<file path="src/rtl/mmio_pkg.sv">
// Shared types and constants for the MMIO bus sequencer.
package mmio_pkg;

  localparam int unsigned ADDR_W = 32;
  localparam int unsigned DATA_W = 32;
  localparam int unsigned CNT_W  = 8;

  localparam logic [ADDR_W-1:0] MMIO_BASE = 32'hFFFF_0000;

  typedef enum logic [1:0] {
    ST_IDLE = 2'd0,
    ST_BUSY = 2'd1,
    ST_RESP = 2'd2
  } state_e;

  typedef enum logic [1:0] {
    FAULT_NONE      = 2'd0,
    FAULT_UNCLAIMED = 2'd1,
    FAULT_MULTI     = 2'd2,
    FAULT_TIMEOUT   = 2'd3
  } fault_e;

  // One latched CPU access as presented on the shared bus.
  typedef struct packed {
    logic              write;
    logic [ADDR_W-1:0] addr;
    logic [DATA_W-1:0] wdata;
  } mmio_req_t;

  function automatic logic [CNT_W-1:0] sat_inc(input logic [CNT_W-1:0] v);
    return (v == '1) ? v : v + CNT_W'(1);
  endfunction

endpackage

</file>
<file path="src/rtl/mmio_bus_ctrl_if.sv">
// CPU-side handshake plus shared MMIO bus; master = sequencer, slave = CPU and peripherals.
interface mmio_bus_ctrl_if #(
  parameter int unsigned N_SLAVES = 4
) ();
  import mmio_pkg::*;

  logic                       cpu_read;
  logic                       cpu_write;
  logic [ADDR_W-1:0]          cpu_addr;
  logic [DATA_W-1:0]          cpu_wdata;
  logic                       cpu_ready;
  logic [DATA_W-1:0]          cpu_rdata;
  logic                       cpu_fault;
  logic [1:0]                 fault_cause;
  logic [ADDR_W-1:0]          fault_addr;
  logic [CNT_W-1:0]           err_count;

  logic                       mmio_read;
  logic                       mmio_write;
  logic [ADDR_W-1:0]          mmio_addr;
  logic [DATA_W-1:0]          mmio_write_data;
  logic [N_SLAVES-1:0]        slv_work;
  logic [N_SLAVES-1:0]        slv_done;
  logic [DATA_W*N_SLAVES-1:0] slv_rdata;

  modport master (
    input  cpu_read, cpu_write, cpu_addr, cpu_wdata,
    input  slv_work, slv_done, slv_rdata,
    output cpu_ready, cpu_rdata, cpu_fault, fault_cause, fault_addr, err_count,
    output mmio_read, mmio_write, mmio_addr, mmio_write_data
  );

  modport slave (
    output cpu_read, cpu_write, cpu_addr, cpu_wdata,
    output slv_work, slv_done, slv_rdata,
    input  cpu_ready, cpu_rdata, cpu_fault, fault_cause, fault_addr, err_count,
    input  mmio_read, mmio_write, mmio_addr, mmio_write_data
  );

endinterface

</file>
<file path="src/rtl/mmio_claim_check.sv">
// Classifies the slave claim vector: none, exactly one, and the index of the lowest claimant.
module mmio_claim_check #(
  parameter int unsigned N_SLAVES = 4,
  parameter int unsigned IDX_W    = 2
) (
  input  logic [N_SLAVES-1:0] work,
  output logic                one_hot,
  output logic                none,
  output logic [IDX_W-1:0]    idx
);

  always_comb begin
    none    = (work == '0);
    one_hot = !none && ((work & (work - N_SLAVES'(1))) == '0);
    idx     = '0;
    for (int i = int'(N_SLAVES) - 1; i >= 0; i--) begin
      if (work[i]) idx = IDX_W'(i);
    end
  end

endmodule

</file>
<file path="src/rtl/mmio_bus_ctrl.sv">
// Single-master MMIO sequencer: latches a CPU access, runs it on the shared bus and
// turns unclaimed, multi-claimed, illegal or hung accesses into a reported fault.
module mmio_bus_ctrl
  import mmio_pkg::*;
#(
  parameter int unsigned N_SLAVES = 4,
  parameter int unsigned TIMEOUT  = 255
) (
  input  logic            sys_clk,
  input  logic            rst_n,
  mmio_bus_ctrl_if.master bus
);

  localparam int unsigned      IDX_W      = (N_SLAVES > 1) ? $clog2(N_SLAVES) : 1;
  localparam logic [CNT_W-1:0] TIMER_LAST = CNT_W'(TIMEOUT - 1);

  state_e            state_q, state_d;
  logic [CNT_W-1:0]  timer_q, timer_d;
  logic [IDX_W-1:0]  idx_q, idx_d;
  mmio_req_t         req_q, req_d;
  logic              rd_q, rd_d, wr_q, wr_d;
  logic              ready_q, ready_d;
  logic              fault_q, fault_d;
  logic [DATA_W-1:0] rdata_q, rdata_d;
  fault_e            cause_q, cause_d;
  logic [ADDR_W-1:0] faddr_q, faddr_d;
  logic [CNT_W-1:0]  err_q, err_d;

  logic              claim_one, claim_none;
  logic [IDX_W-1:0]  claim_idx;
  logic              done_sel;
  logic [DATA_W-1:0] rdata_sel;
  logic              finish, fail;
  fault_e            fail_cause;
  logic [ADDR_W-1:0] fail_addr;

  mmio_claim_check #(
    .N_SLAVES (N_SLAVES),
    .IDX_W    (IDX_W)
  ) u_claim (
    .work    (bus.slv_work),
    .one_hot (claim_one),
    .none    (claim_none),
    .idx     (claim_idx)
  );

  // Done and read data of the slave that claimed the access; others are ignored.
  always_comb begin
    done_sel  = 1'b0;
    rdata_sel = '0;
    for (int i = 0; i < int'(N_SLAVES); i++) begin
      if (idx_q == IDX_W'(i)) begin
        done_sel  = bus.slv_done[i];
        rdata_sel = bus.slv_rdata[DATA_W*i +: DATA_W];
      end
    end
  end

  always_comb begin
    state_d    = state_q;
    timer_d    = timer_q;
    idx_d      = idx_q;
    req_d      = req_q;
    rd_d       = rd_q;
    wr_d       = wr_q;
    ready_d    = 1'b0;
    fault_d    = 1'b0;
    rdata_d    = '0;
    cause_d    = cause_q;
    faddr_d    = faddr_q;
    err_d      = err_q;
    finish     = 1'b0;
    fail       = 1'b0;
    fail_cause = FAULT_NONE;
    fail_addr  = req_q.addr;

    unique case (state_q)
      ST_IDLE: begin
        if (bus.cpu_read ^ bus.cpu_write) begin
          req_d   = '{write: bus.cpu_write, addr: bus.cpu_addr, wdata: bus.cpu_wdata};
          rd_d    = bus.cpu_read;
          wr_d    = bus.cpu_write;
          timer_d = '0;
          state_d = ST_BUSY;
        end else if (bus.cpu_read && bus.cpu_write) begin
          finish     = 1'b1;
          fail       = 1'b1;
          fail_cause = FAULT_TIMEOUT;
          fail_addr  = bus.cpu_addr;
        end
      end
      ST_BUSY: begin
        timer_d = timer_q + CNT_W'(1);
        if (timer_q == '0) idx_d = claim_idx;
        // The claim is only judged in the first cycle the strobe is visible.
        if (timer_q == '0 && claim_none) begin
          finish     = 1'b1;
          fail       = 1'b1;
          fail_cause = FAULT_UNCLAIMED;
        end else if (timer_q == '0 && !claim_one) begin
          finish     = 1'b1;
          fail       = 1'b1;
          fail_cause = FAULT_MULTI;
        end else if (timer_q != '0 && done_sel) begin
          finish  = 1'b1;
          rdata_d = req_q.write ? '0 : rdata_sel;
        end else if (timer_q == TIMER_LAST) begin
          finish     = 1'b1;
          fail       = 1'b1;
          fail_cause = FAULT_TIMEOUT;
        end
      end
      ST_RESP: state_d = ST_IDLE;
      default: state_d = ST_IDLE;
    endcase

    // Strobes drop on the same edge that enters RESP so a slave never sees a repeat request.
    if (finish) begin
      rd_d    = 1'b0;
      wr_d    = 1'b0;
      ready_d = 1'b1;
      state_d = ST_RESP;
    end
    if (fail) begin
      fault_d = 1'b1;
      cause_d = fail_cause;
      faddr_d = fail_addr;
      err_d   = sat_inc(err_q);
    end
  end

  always_ff @(posedge sys_clk) begin
    if (!rst_n) begin
      state_q <= ST_IDLE;
      timer_q <= '0;
      idx_q   <= '0;
      req_q   <= '0;
      rd_q    <= 1'b0;
      wr_q    <= 1'b0;
      ready_q <= 1'b0;
      fault_q <= 1'b0;
      rdata_q <= '0;
      cause_q <= FAULT_NONE;
      faddr_q <= '0;
      err_q   <= '0;
    end else begin
      state_q <= state_d;
      timer_q <= timer_d;
      idx_q   <= idx_d;
      req_q   <= req_d;
      rd_q    <= rd_d;
      wr_q    <= wr_d;
      ready_q <= ready_d;
      fault_q <= fault_d;
      rdata_q <= rdata_d;
      cause_q <= cause_d;
      faddr_q <= faddr_d;
      err_q   <= err_d;
    end
  end

  assign bus.cpu_ready       = ready_q;
  assign bus.cpu_rdata       = rdata_q;
  assign bus.cpu_fault       = fault_q;
  assign bus.fault_cause     = cause_q;
  assign bus.fault_addr      = faddr_q;
  assign bus.err_count       = err_q;
  assign bus.mmio_read       = rd_q;
  assign bus.mmio_write      = wr_q;
  assign bus.mmio_addr       = req_q.addr;
  assign bus.mmio_write_data = req_q.wdata;

endmodule

</file>
<file path="src/flat_wrapper.sv">
// flat-port wrapper written by rule: the top's interface ports become plain ports
module mmio_bus_ctrl_flat import mmio_pkg::*;
#(
  parameter int unsigned N_SLAVES = 4,
  parameter int unsigned TIMEOUT  = 255
)
  (sys_clk, rst_n, bus_cpu_read, bus_cpu_write, bus_cpu_addr, bus_cpu_wdata, bus_slv_work, bus_slv_done, bus_slv_rdata, bus_cpu_ready, bus_cpu_rdata, bus_cpu_fault, bus_fault_cause, bus_fault_addr, bus_err_count, bus_mmio_read, bus_mmio_write, bus_mmio_addr, bus_mmio_write_data);
  mmio_bus_ctrl_if #(.N_SLAVES(N_SLAVES)) bus_i ();
  input  logic sys_clk;
  input  logic rst_n;
  input wire logic [$bits(bus_i.cpu_read)-1:0] bus_cpu_read;
  input wire logic [$bits(bus_i.cpu_write)-1:0] bus_cpu_write;
  input wire logic [$bits(bus_i.cpu_addr)-1:0] bus_cpu_addr;
  input wire logic [$bits(bus_i.cpu_wdata)-1:0] bus_cpu_wdata;
  input wire logic [$bits(bus_i.slv_work)-1:0] bus_slv_work;
  input wire logic [$bits(bus_i.slv_done)-1:0] bus_slv_done;
  input wire logic [$bits(bus_i.slv_rdata)-1:0] bus_slv_rdata;
  output wire logic [$bits(bus_i.cpu_ready)-1:0] bus_cpu_ready;
  output wire logic [$bits(bus_i.cpu_rdata)-1:0] bus_cpu_rdata;
  output wire logic [$bits(bus_i.cpu_fault)-1:0] bus_cpu_fault;
  output wire logic [$bits(bus_i.fault_cause)-1:0] bus_fault_cause;
  output wire logic [$bits(bus_i.fault_addr)-1:0] bus_fault_addr;
  output wire logic [$bits(bus_i.err_count)-1:0] bus_err_count;
  output wire logic [$bits(bus_i.mmio_read)-1:0] bus_mmio_read;
  output wire logic [$bits(bus_i.mmio_write)-1:0] bus_mmio_write;
  output wire logic [$bits(bus_i.mmio_addr)-1:0] bus_mmio_addr;
  output wire logic [$bits(bus_i.mmio_write_data)-1:0] bus_mmio_write_data;
  assign bus_i.cpu_read = bus_cpu_read;
  assign bus_i.cpu_write = bus_cpu_write;
  assign bus_i.cpu_addr = bus_cpu_addr;
  assign bus_i.cpu_wdata = bus_cpu_wdata;
  assign bus_i.slv_work = bus_slv_work;
  assign bus_i.slv_done = bus_slv_done;
  assign bus_i.slv_rdata = bus_slv_rdata;
  assign bus_cpu_ready = bus_i.cpu_ready;
  assign bus_cpu_rdata = bus_i.cpu_rdata;
  assign bus_cpu_fault = bus_i.cpu_fault;
  assign bus_fault_cause = bus_i.fault_cause;
  assign bus_fault_addr = bus_i.fault_addr;
  assign bus_err_count = bus_i.err_count;
  assign bus_mmio_read = bus_i.mmio_read;
  assign bus_mmio_write = bus_i.mmio_write;
  assign bus_mmio_addr = bus_i.mmio_addr;
  assign bus_mmio_write_data = bus_i.mmio_write_data;
  mmio_bus_ctrl #(.N_SLAVES(N_SLAVES), .TIMEOUT(TIMEOUT)) u_core (.sys_clk(sys_clk), .rst_n(rst_n), .bus(bus_i));
endmodule
</file>
<file path="config.mk">
export PLATFORM = sky130hd
export DESIGN_NAME = mmio_bus_ctrl_flat
export DESIGN_NICKNAME = d
export VERILOG_FILES = /design/src/rtl/mmio_pkg.sv /design/src/rtl/mmio_bus_ctrl_if.sv /design/src/rtl/mmio_claim_check.sv /design/src/rtl/mmio_bus_ctrl.sv /design/src/flat_wrapper.sv
export SDC_FILE = /design/constraint.sdc
export NUM_CORES = 1
export LEC_CHECK = 0
export ABC_CLOCK_PERIOD_IN_PS = 3760
export CAP_MARGIN = 15
export CORE_MARGIN = 2
export CORE_UTILIZATION = 29
export DETAILED_ROUTE_END_ITERATION = 10
export PLACE_DENSITY_LB_ADDON = 0.2
export SLEW_MARGIN = 40
export SYNTH_ARGS = -nofsm -noshare
export SYNTH_HDL_FRONTEND = slang
export SYNTH_SLANG_ARGS = --single-unit
</file>
<file path="constraint.sdc">
create_clock -name sys_clk -period 3.76 [get_ports sys_clk]
set_input_delay 0.752 -clock sys_clk [delete_from_list [all_inputs] [get_ports sys_clk]]
set_output_delay 0.752 -clock sys_clk [all_outputs]
set_load 0.005 [all_outputs]
</file>
Word-level counts from Yosys, hierarchy flattened. Cells that the tools add are included. W data, S select, Z words.

Reduce and logical (&&, ||, !) cells: 22. Eq/ne operators: 9. $add $sub $neg: 3. Muxes and demuxes: 40. Bitwise operators: 6.

Operators by type and width (count): $mux W32 (7); $mux W2 (12); $add A8 B1 Y8 const B (2); $eq A8 B8 Y1 const B (2); $pmux W8 S2 (1); $mux W1 (15); $reduce_and A2 Y1 (6); $logic_not A4 Y1 (2); $logic_not A8 Y1 (1); $mux W8 (1); $pmux W2 S2 (2); $reduce_bool A8 Y1 (1); $reduce_or A6 Y1 (1); $logic_and A1 B1 Y1 (5); $and A4 B4 Y4 (1); $eq A2 B1 Y1 const B (2); $eq A2 B2 Y1 const B (2); $logic_not A2 Y1 (2); $ne A2 B1 Y1 const B (2); $not A1 Y1 (4); $pmux W1 S2 (2); $sub A4 B1 Y4 const B (1); $ne A3 B1 Y1 const B (1); $logic_not A1 Y1 (2); 3 further kinds (3).

Register bits after elaboration: 155. Output and inout port bits: 142.

Logic depth before layout (Yosys ltp). Gate-level depths: netlist of the first run.

Word-level depth: 12. Gate-level depth with buffers: 9. Gate-level depth less buffers: 8.

Hierarchy. Synthesis of the first run repeated with hierarchy kept, for this count alone.

Cells, all modules: 768. Area, all modules: 7096.8 um2.

By module, submodules not included: mmio_bus_ctrl (instances 1, cells each 757, area each 7029.2 um2); mmio_claim_check (instances 1, cells each 11, area each 67.6 um2).

Worst setup path after synthesis of the first run. No wires, ideal clock.

Path type: input port to flip-flop. From: input port bus_cpu_write. To: register u_core.faddr_q[10] (netlist: u_core.bus.fault_addr[10]). Stages: 5. Path buffers: 1. Data arrival time: 2.523 ns. Slack: 1.099 ns. Cell sequence: ha_1 nor4b_1 clkbuf_1 mux2i_1 a211oi_1.

Longest elaborated chain between the ends: 4. Elaborated cells between the ends (all ways): 8. Classes of those cells: mux (6); bitwise (1); reduce/logical (1).

RTL lines: start: declaration (line flat_wrapper.sv:12) `input wire logic [$bits(bus_i.cpu_write)-1:0] bus_cpu_write;`; $logic_and A1 B1 Y1 (line mmio_bus_ctrl.sv:85) `end else if (bus.cpu_read && bus.cpu_write) begin`; $mux W1 / $mux W32 (equally long branches) (line mmio_bus_ctrl.sv:85); $mux W1 / $mux W32 (equally long branches) (line mmio_bus_ctrl.sv:79) `if (bus.cpu_read ^ bus.cpu_write) begin`; $pmux W1 S2 / $mux W32 (equally long branches) (line mmio_bus_ctrl.sv:77) `unique case (state_q)`; end signal: assignment (line mmio_bus_ctrl.sv:157) `faddr_q <= faddr_d;`; end: declaration (line mmio_bus_ctrl.sv:26) `logic [ADDR_W-1:0] faddr_q, faddr_d;`.

Parallel ways exist; a longest one is shown, timed or not. A chain may end at the register's enable or synchronous reset.

Final worst setup path of the first run.
From: input port bus_slv_done[0]. To: register u_core.rdata_q[30] (netlist: u_core.bus.cpu_rdata[30]).

Longest elaborated chain between the ends: 7.

RTL lines: start: declaration (line flat_wrapper.sv:16) `input wire logic [$bits(bus_i.slv_done)-1:0] bus_slv_done;`; $mux W1 (4 in series) (line mmio_bus_ctrl.sv:52) `if (idx_q == IDX_W'(i)) begin`; $logic_and A1 B1 Y1 (line mmio_bus_ctrl.sv:104) `end else if (timer_q != '0 && done_sel) begin`; $not A1 Y1 (no line); $reduce_or A6 Y1 (no line); end signal: assignment (line mmio_bus_ctrl.sv:155) `rdata_q <= rdata_d;`; end: declaration (line mmio_bus_ctrl.sv:24) `logic [DATA_W-1:0] rdata_q, rdata_d;`.

Every way passes these cells.

==> impl_metrics.py, run 1 <==
metrics = {
    "status": {
        "status": "complete, no violations",
    },
    "synth": {
        "synthMuxAreaShare_pct": 16.40,
        "synth_compound_area_share_pct": 10.10,
        "synth_edf_count": 0,
        "synthDistinctLibCells": 35,
        "async_flop_share_pct": 0,
        "syn_area_um2": 7034,
        "syn_area_per_cell_um2": 9.280,
        "synth_top_family_by_area": "simple AND/OR/NAND/NOR gates",
        "syn_inst": 758,
        "synthAdderAreaFrac_pct": 1.067,
        "ys_seq_area_share_pct": 44.11,
        "ys_warn_count": 0,
        "ys.flop_type": "dfxtp_1",
        "synth-simple-area-share_pct": 17.89,
        "syn_nets": 968,
        "ys_seq_elements": 155,
        "synthXorXnorAreaFrac_pct": 0.4980,
    },
    "final_layout": {
        "drive_gt1_share_pct": 8.228,
        "finalCoreUtilization_pct": 46.60,
        "nets": 1230,
        "finalNonFillerCells": 1352,
        "diodes": 0,
        "synthToLayoutAreaGrowth_pct": 56.44,
        "fillers": 2353,
    },
    "detailed_routing": {
        "final_antenna_net_count": 0,
        "drc": 0,
        "drt_iter0_drc": 298,
        "wire_per_inst_um": 16.09,
        "dr.pass1.iters": 5,
        "drt-total-wl_um": 21760,
        "vias": 6129,
        "viasPerCell": 4.533,
    },
    "sta": {
        "clock_skew_ps": 17.69,
        "timing.final.crit_period_ps": 2654,
        "setup_ws_ps": 1106,
        "rsz0062_at_grt": "false",
        "tns_ps": 0,
        "setup_violations": 0,
        "worst_pin_slew_ps": 617.4,
        "hold_viol": 0,
        "post-route-period-util_pct": 70.58,
        "maxSlewViolCount": 0,
        "clock.fmax_mhz": 376.8,
        "maxSlewHeadroom_pct": 58.41,
    },
    "worst_setup_path": {
        "crit_top_cell": "nor2b_1",
        "crit_family": "simple AND/OR/NAND/NOR gates",
        "crit_chain": "clkdlybuf4s50_1 -> mux4_2 -> nor2b_1 -> nand4b_1 -> buf_12 -> nor2b_1",
        "worst_ep_arrival_time_ps": 3030,
        "end_kind": "flop",
        "path_max_fanout": 23,
        "worst_ep_required_time_ps": 4130,
        "path_buf_inv": 2,
        "path_depth": 6,
        "critPathMaxStageDelay_ps": 570,
        "rr_worst_depth": 9,
        "critPathKind": "primary input to flop",
        "regToRegSetupSlack_ps": 1130,
        "slowest_stage": "nand4b_1",
        "startpoint_type": "primary input",
    },
    "clocking": {
        "clock-root-buffer": "clkbuf_16",
        "clk_latency_ps": 440,
        "post_cts_resized": 0,
        "cts_buffers": 17,
        "post-cts-setup-buffer-count": 0,
        "htreeDepth": 4,
        "cts_sinks": 155,
        "cts_buffer_depth": 2,
        "clkTransAtPathRegs_ps": 80,
        "cts_tree": "built",
        "holdBufCountCts": 0,
    },
    "pwr": {
        "ir_worst_vdd_mv": 0.2198,
        "powerDensity_nw_per_um2": 428.4,
        "p_leak_nw": 3.877,
        "p_total_mw": 4.714,
    },
    "global_routing": {
        "grt_antenna_before_repair": 1,
        "grt_util_all_layers_pct": 16.85,
        "grt_pass1_wl_um": 33570,
        "grt_max_degree": 93,
        "grt_pass1_vias": 6053,
        "grt_overflow": 0,
    },
    "die": {
        "coreArea_um2": 23610,
        "die_height_um": 159.7,
        "die_area_um2": 25520,
        "pin_count": 346,
        "initial_core_util_pct": 29.79,
        "die_x_um": 159.7,
        "rows": 56,
    },
    "placed_design": {
        "dp_hpwl_um": 15930,
        "gp_congestion": 0.7744,
        "dp_cells": 1320,
        "place_ws_ps": 653.3,
        "io_buffers": 345,
    },
    "flow_run": {
        "maxCapViolCount": 0,
    },
    "worst_hold_path": {
        "min_path_type": "flop to flop",
        "holdPathStages": 2,
    },
}
[synthesized netlist by cell type, types with 2 or more instances]
cell	number	share of area [%]
a211oi_1	34	3.6
nand3_1	8	0.57
ha_1	6	1.1
nand2_1	149	8.0
nand4_1	5	0.44
and2_1	3	0.27
nor4_1	4	0.36
mux2i_1	41	5.8
a21oi_1	73	5.2
mux4_2	33	11
buf_4	65	6.9
buf_2	3	0.21
buf_1	3	0.16
dfxtp_1	155	44
nand2b_1	6	0.53
o21ai_0	4	0.28
clkbuf_1	43	2.3
nor2_1	53	2.8
and3_1	6	0.53
inv_1	6	0.32
nor2b_1	36	3.2
a311oi_1	2	0.25
xor2_1	3	0.37
nor3_1	6	0.43
[layout by cell type, fill, tap and decap left out, types with 5 or more instances in the layout]
cell type / netlist / routed
a211oi_1: 34 / 34
nand3_1: 8 / 8
nand4_1: 5 / 5
a21oi_1: 73 / 73
buf_12: 0 / 6
nor2_1: 53 / 53
buf_4: 65 / 6
clkbuf_16: 0 / 17
inv_8: 0 / 6
mux4_2: 33 / 33
and3_1: 6 / 6
clkdlybuf4s50_1: 0 / 345
nand2_1: 149 / 148
nor2b_1: 36 / 36
mux2i_1: 41 / 41
nor3_1: 6 / 6
dfxtp_1: 155 / 154
inv_1: 6 / 5
ha_1: 6 / 6
nand2b_1: 6 / 6
[final cells by class]
cell class | count | area [um^2] | area share, %
clock buffers | 17 | 425.4 | 3.866
clock inverters | 15 | 190.2 | 1.728
repair buffers | 357 | 3618 | 32.88
well taps | 319 | 399.1 | 3.627
flip-flops and latches | 155 | 3104 | 28.21
inverters | 6 | 23.77 | 0.2160
multi-input cells | 483 | 3243 | 29.47
[final timing paths]
check	start	end
setup / recovery	bus_slv_done[0]	u_core.bus.cpu_rdata[30]$_SDFF_PP0_
hold / removal	u_core.bus.mmio_write_data[14]$_SDFFE_PN0P_	u_core.bus.mmio_write_data[14]$_SDFFE_PN0P_
setup reg to reg	u_core.timer_q[0]$_SDFFE_PN0P_	u_core.bus.err_count[4]$_SDFFE_PN0P_
hold reg to reg	u_core.bus.mmio_write_data[14]$_SDFFE_PN0P_	u_core.bus.mmio_write_data[14]$_SDFFE_PN0P_
[power breakdown]
group	switching (mW)	total (mW)	internal, mW
Sequential	0.0848	1.87	1.78
Combinational	0.438	1.06	0.622
Clock	0.826	1.79	0.964
Total	1.35	4.71	3.37
[metal layers]
metal  track usage [%]  wire [um]  up-vias
li1                  -          -     3073
met1             19.14       8866     2830
met5                 0         13        -
met2             30.42      11140      210
met3             5.584       1530       14
met4             4.132        207        2
[per-stage QoR]
stage               instance area [um^2]  hold WS, ps
global placement                   10390        440.4
CTS                                11000        457.7
finish                             11000        453.1
floorplan                           7034        431.1
detailed placement                 10390        447.5
global route                       11000        471.0
[state kept, by name, summed over array words and instances, names as in the netlist]
signal / count
u_core.bus.mmio_write_data: 32
u_core.bus.cpu_ready: 1
u_core.timer_q: 8
u_core.state_q: 2
u_core.bus.mmio_addr: 32
u_core.bus.fault_cause: 2
u_core.req_q: 1
u_core.bus.mmio_read: 1
u_core.bus.err_count: 8
u_core.idx_q: 2
u_core.bus.cpu_fault: 1
u_core.bus.mmio_write: 1
u_core.bus.fault_addr: 32
u_core.bus.cpu_rdata: 32
[kinds of logic (layout without fill, tap and decap cells)]
family,after synthesis,after routing
fa+ha+maj,6,6
simple gates,281,281
buf+inv,120,395
flops,155,155
xor+xnor,4,4
mux,74,74
compound gates,118,118
[tightest hold or removal path: stages (launching register included)]
cell	delay (ps)
dfxtp_1	310
nand2_1	50
a21oi_1	50
Note: power is estimated with default switching activity, not from simulation.
==> run 2: changes to the inputs <==
- ABC_CLOCK_PERIOD_IN_PS: 3760 -> 2650
- clock period: 3.76 -> 2.65 ns (I/O delays scaled with it)
==> impl_metrics.py, run 2 (same netlist as run 1, synthesis figures left out) <==
metrics = {
    "worst_setup_path": {
        "worst_ep_required_time_ps": 2960,
        "crit_chain": "inv_1 -> ha_1 -> or4b_4 -> nor4_4 -> a31oi_4 -> o31ai_4 -> buf_12 -> buf_4 -> nand4_1 -> mux2i_1",
        "critPathMaxStageDelay_ps": 470,
        "crit_path_start": "u_core.timer_q[0]$_SDFFE_PN0P_",
        "critPathKind": "flop to flop",
        "worst_ep_arrival_time_ps": 2800,
        "startpoint_type": "flop",
        "r2r_start": "u_core.timer_q[0]$_SDFFE_PN0P_",
        "path_max_fanout": 9,
        "end_kind": "flop",
        "slowest_stage": "or4b_4",
    },
    "worst_hold_path": {
        "worstHoldStart": "u_core.bus.mmio_write_data[14]$_SDFFE_PN0P_",
        "min_path_type": "flop to flop",
    },
    "sta": {
        "clock.fmax_mhz": 401.4,
        "clock_skew_ps": 12.91,
        "maxSlewViolCount": 0,
        "timing.final.crit_period_ps": 2491,
        "maxSlewHeadroom_pct": 58.52,
        "setup_violations": 0,
        "hold_viol": 0,
        "post-route-period-util_pct": 94.02,
        "rsz0062_at_grt": "false",
        "worst_pin_slew_ps": 622.1,
        "setup_ws_ps": 158.6,
        "tns_ps": 0,
    },
    "pwr": {
        "powerDensity_nw_per_um2": 606.3,
        "p_leak_nw": 3.949,
        "ir_worst_vdd_mv": 0.3570,
    },
    "detailed_routing": {
        "wire_per_inst_um": 16.05,
        "drt_iter0_drc": 308,
        "final_antenna_net_count": 0,
        "vias": 6201,
        "drc": 0,
        "viasPerCell": 4.543,
        "drt-total-wl_um": 21910,
        "dr.pass1.iters": 4,
    },
    "die": {
        "pin_count": 346,
        "die_height_um": 159.7,
        "rows": 56,
        "initial_core_util_pct": 29.79,
        "die_area_um2": 25520,
        "die_x_um": 159.7,
        "coreArea_um2": 23610,
    },
    "placed_design": {
        "io_buffers": 345,
        "dp_hpwl_um": 16650,
        "place_ws_ps": 45.04,
        "gp_congestion": 0.7563,
    },
    "clocking": {
        "cts_sinks": 155,
        "cts_buffers": 17,
        "clock-root-buffer": "clkbuf_16",
        "clk_latency_ps": 420,
        "cts_buffer_depth": 2,
        "htreeDepth": 4,
        "clkTransAtPathRegs_ps": 70,
        "cts_tree": "built",
    },
    "global_routing": {
        "grt_pass1_vias": 6188,
        "grt_pass1_wl_um": 34040,
        "grt_antenna_before_repair": 0,
        "grt_util_all_layers_pct": 17.04,
        "grt_max_degree": 78,
        "grt_overflow": 0,
    },
    "flow_run": {
        "maxCapViolCount": 0,
    },
    "final_layout": {
        "nets": 1243,
        "synthToLayoutAreaGrowth_pct": 58.32,
        "diodes": 0,
        "drive_gt1_share_pct": 9.560,
        "final_common_cell": "clkdlybuf4s50_1",
        "final_cell_mix": "clkdlybuf4s50_1, dfxtp_1, nand2_1, a21oi_1, nor2_1",
    },
    "status": {
        "status": "complete, no violations",
    },
}
run 2: worst max-delay path, delay by kind of cell (launching register included):
family,cells,cell delay (ps)
compound gates,2,390
buf+inv,3,410
flops,1,360
simple gates,3,940
mux,1,140
fa+ha+maj,1,140
run 2: path summary, 6_finish.rpt:
path | to | slack, ps | depth (start not counted)
worst min-delay path | u_core.bus.mmio_write_data[14]$_SDFFE_PN0P_ | 450 | 2
worst max register to register | u_core.bus.err_count[6]$_SDFFE_PN0P_ | 160 | 10
worst min register to register | u_core.bus.mmio_write_data[14]$_SDFFE_PN0P_ | 450 | 2
worst max-delay path | u_core.bus.err_count[6]$_SDFFE_PN0P_ | 160 | 10
run 2: report_power, final:
group          total (mW)  switching (mW)  internal (mW)
Combinational        1.58           0.634          0.942
Clock                2.53            1.10           1.43
Sequential           2.65           0.120           2.53
Total                6.75            1.85           4.90
run 2: area by class of cell:
cell class / instances / area (um^2)
flip-flops and latches: 155 / 3104
repair buffers: 370 / 3741
fillers: 2286 / 12480
well taps: 319 / 399.1
multi-input cells: 483 / 3264
inverters: 6 / 23.77
clock inverters: 14 / 175.2
clock buffers: 18 / 429.2
run 2: through the flow:
step	power (mW)	cells	instance area [um^2]	util (%)	hold WS [ps]
6_report	6.752	1365	11140	47.17	451.8
5_1_grt	7.104	1365	11140	47.17	475.7
4_1_cts	6.853	1362	11090	46.98	455.9
3_5_place_dp	4.281	1330	10490	44.42	447.0
3_3_place_gp	4.260	1330	10490	44.42	441.2
2_1_floorplan	3.452	758	7034	-	431.1
run 2: layer usage:
metal  track usage, %  up-vias  routed length [um]
met5                0        -                   0
met4            4.298        0                 272
met3            5.532       20                1718
met2            30.46      219               11240
met1            19.63     2871                8678
li1                 -     3091                   -
run 2: timing repair:
item                                   in CTS  in global routing
endpoints found under the hold margin       0                  0
hold buffers                                0                  0
setup endpoints to repair                   0                 26
buffers inserted                            0                  3
resized for setup                           0                  4
==> run 3: changes to the inputs <==
- CORE_UTILIZATION: 29 -> 41
==> impl_metrics.py, run 3 (same netlist as run 1, synthesis figures left out) <==
metrics = {
    "clocking": {
        "clock-root-buffer": "clkbuf_16",
        "holdBufCountCts": 0,
        "clkTransAtPathRegs_ps": 60,
        "cts_sinks": 155,
        "htreeDepth": 4,
        "clk_latency_ps": 420,
        "cts_buffers": 17,
        "cts_buffer_depth": 2,
        "cts_tree": "built",
    },
    "sta": {
        "setup_violations": 0,
        "post-route-period-util_pct": 92.95,
        "rsz0062_at_grt": "false",
        "timing.final.crit_period_ps": 2463,
        "clock.fmax_mhz": 406.0,
        "worst_pin_slew_ps": 615.7,
        "tns_ps": 0,
        "maxSlewHeadroom_pct": 58.96,
        "clock_skew_ps": 7.730,
        "hold_viol": 0,
        "maxSlewViolCount": 0,
    },
    "status": {
        "status": "complete, no violations",
    },
    "detailed_routing": {
        "dr.pass1.iters": 5,
        "drc": 0,
        "drt-total-wl_um": 21270,
        "final_antenna_net_count": 0,
        "vias": 6288,
        "wire_per_inst_um": 16.79,
        "drt_iter0_drc": 231,
        "viasPerCell": 4.963,
    },
    "final_layout": {
        "drive_gt1_share_pct": 9.300,
        "nets": 1240,
        "final_common_cell": "clkdlybuf4s50_1",
        "fillers": 1404,
        "finalNonFillerCells": 1267,
        "stdcell_area_um2": 11010,
        "multiInputGateArea_um2": 3258,
        "synthToLayoutAreaGrowth_pct": 56.49,
        "finalCoreUtilization_pct": 65.91,
        "seq_area_um2": 3104,
        "final_cell_mix": "clkdlybuf4s50_1, dfxtp_1, nand2_1, a21oi_1, nor2_1",
    },
    "global_routing": {
        "grt_pass1_vias": 6140,
        "grt_max_degree": 55,
        "grt_pass1_wl_um": 31680,
        "grt_overflow": 0,
        "grt_antenna_before_repair": 3,
        "grt_util_all_layers_pct": 22.68,
    },
    "placed_design": {
        "dpl_cell_area_um2": 10360,
        "dp_hpwl_um": 16080,
        "gp_congestion": 0.8079,
        "io_buffers": 345,
        "dp_cells": 1231,
    },
    "pwr": {
        "ir_worst_vdd_mv": 0.4492,
        "powerDensity_nw_per_um2": 611.0,
        "p_leak_nw": 3.926,
    },
    "die": {
        "die_x_um": 135.0,
        "coreArea_um2": 16700,
        "die_area_um2": 18220,
        "initial_core_util_pct": 42.12,
        "pin_count": 346,
        "die_height_um": 135.0,
        "rows": 47,
    },
    "worst_setup_path": {
        "path_max_fanout": 23,
        "worst_ep_arrival_time_ps": 2790,
        "critPathKind": "flop to flop",
        "r2r_start": "u_core.timer_q[1]$_SDFFE_PN0P_",
        "startpoint_type": "flop",
        "worst_ep_required_time_ps": 2980,
        "crit_path_start": "u_core.timer_q[1]$_SDFFE_PN0P_",
        "end_kind": "flop",
    },
    "worst_hold_path": {
        "min_path_type": "flop to flop",
        "worstHoldStart": "u_core.bus.mmio_write_data[11]$_SDFFE_PN0P_",
    },
    "flow_run": {
        "maxCapViolCount": 0,
    },
}
run 3: changes by cell type in the layout (fill, tap and decap cells not counted), moves of 3 or more:
| cell | previous run | this run |
|---|---|---|
| diode_2 | 0 | 4 |
| inv_8 | 4 | 0 |
| a211oi_1 | 34 | 31 |
| a211oi_2 | 0 | 3 |
| buf_4 | 17 | 14 |
| clkinvlp_4 | 0 | 3 |
run 3: what timing repair did:
item / in CTS / in global routing
gates resized for setup: 0 / 3
buffers inserted: 0 / 0
endpoints found under the setup margin: 0 / 3
run 3: layout make-up:
type | count | share of cell area [%]
clock buffers | 20 | 4.149
multi-input cells | 483 | 29.60
inverters | 6 | 0.2160
repair buffers | 367 | 33.78
well taps | 220 | 2.501
flip-flops and latches | 155 | 28.20
diodes | 4 | 0.09093
clock inverters | 12 | 1.466
run 3: worst paths after layout:
path	endpoint	slack [ps]	cells past startpoint
worst max-delay path	u_core.bus.fault_addr[14]$_SDFFE_PN0P_	190	11
worst min-delay path	u_core.bus.mmio_write_data[11]$_SDFFE_PN0P_	450	2
worst max register to register	u_core.bus.fault_addr[14]$_SDFFE_PN0P_	190	11
worst min register to register	u_core.bus.mmio_write_data[11]$_SDFFE_PN0P_	450	2
run 3: layer usage:
| metal | track usage, % | vias up | share of wire [%] | routed length, um |
|---|---|---|---|---|
| met3 | 6.532 | 37 | 6.5 | 1387 |
| met5 | 0 | - | 0 | 0 |
| li1 | - | 3091 | - | - |
| met2 | 40.13 | 217 | 51 | 10920 |
| met4 | 10.36 | 0 | 3.2 | 675 |
| met1 | 25.19 | 2943 | 39 | 8285 |
run 3: power breakdown:
| part | switching (mW) | internal (mW) |
|---|---|---|
| sequential | 0.119 | 2.53 |
| clock | 0.977 | 1.54 |
| combinational | 0.635 | 0.924 |
run 3: stage by stage:
stage | total power [mW] | worst slack, ps | hold WS, ps
after detailed placement | 4.259 | 14.03 | 444.5
after global routing | 7.017 | 2.393 | 466.6
after CTS | 6.786 | 136.6 | 454.4
after floorplan | 3.452 | 211.1 | 431.1
after global placement | 4.231 | 80.74 | 440.4
final | 6.726 | 186.8 | 452.7
run 3: critical path: stages (launching register included):
cell	delay, ps
dfxtp_1	350
inv_1	90
ha_1	130
or4b_1	480
nor4_4	180
a31oi_1	110
buf_4	160
o31ai_4	250
buf_12	180
buf_12	160
nor2_1	60
a211oi_1	210
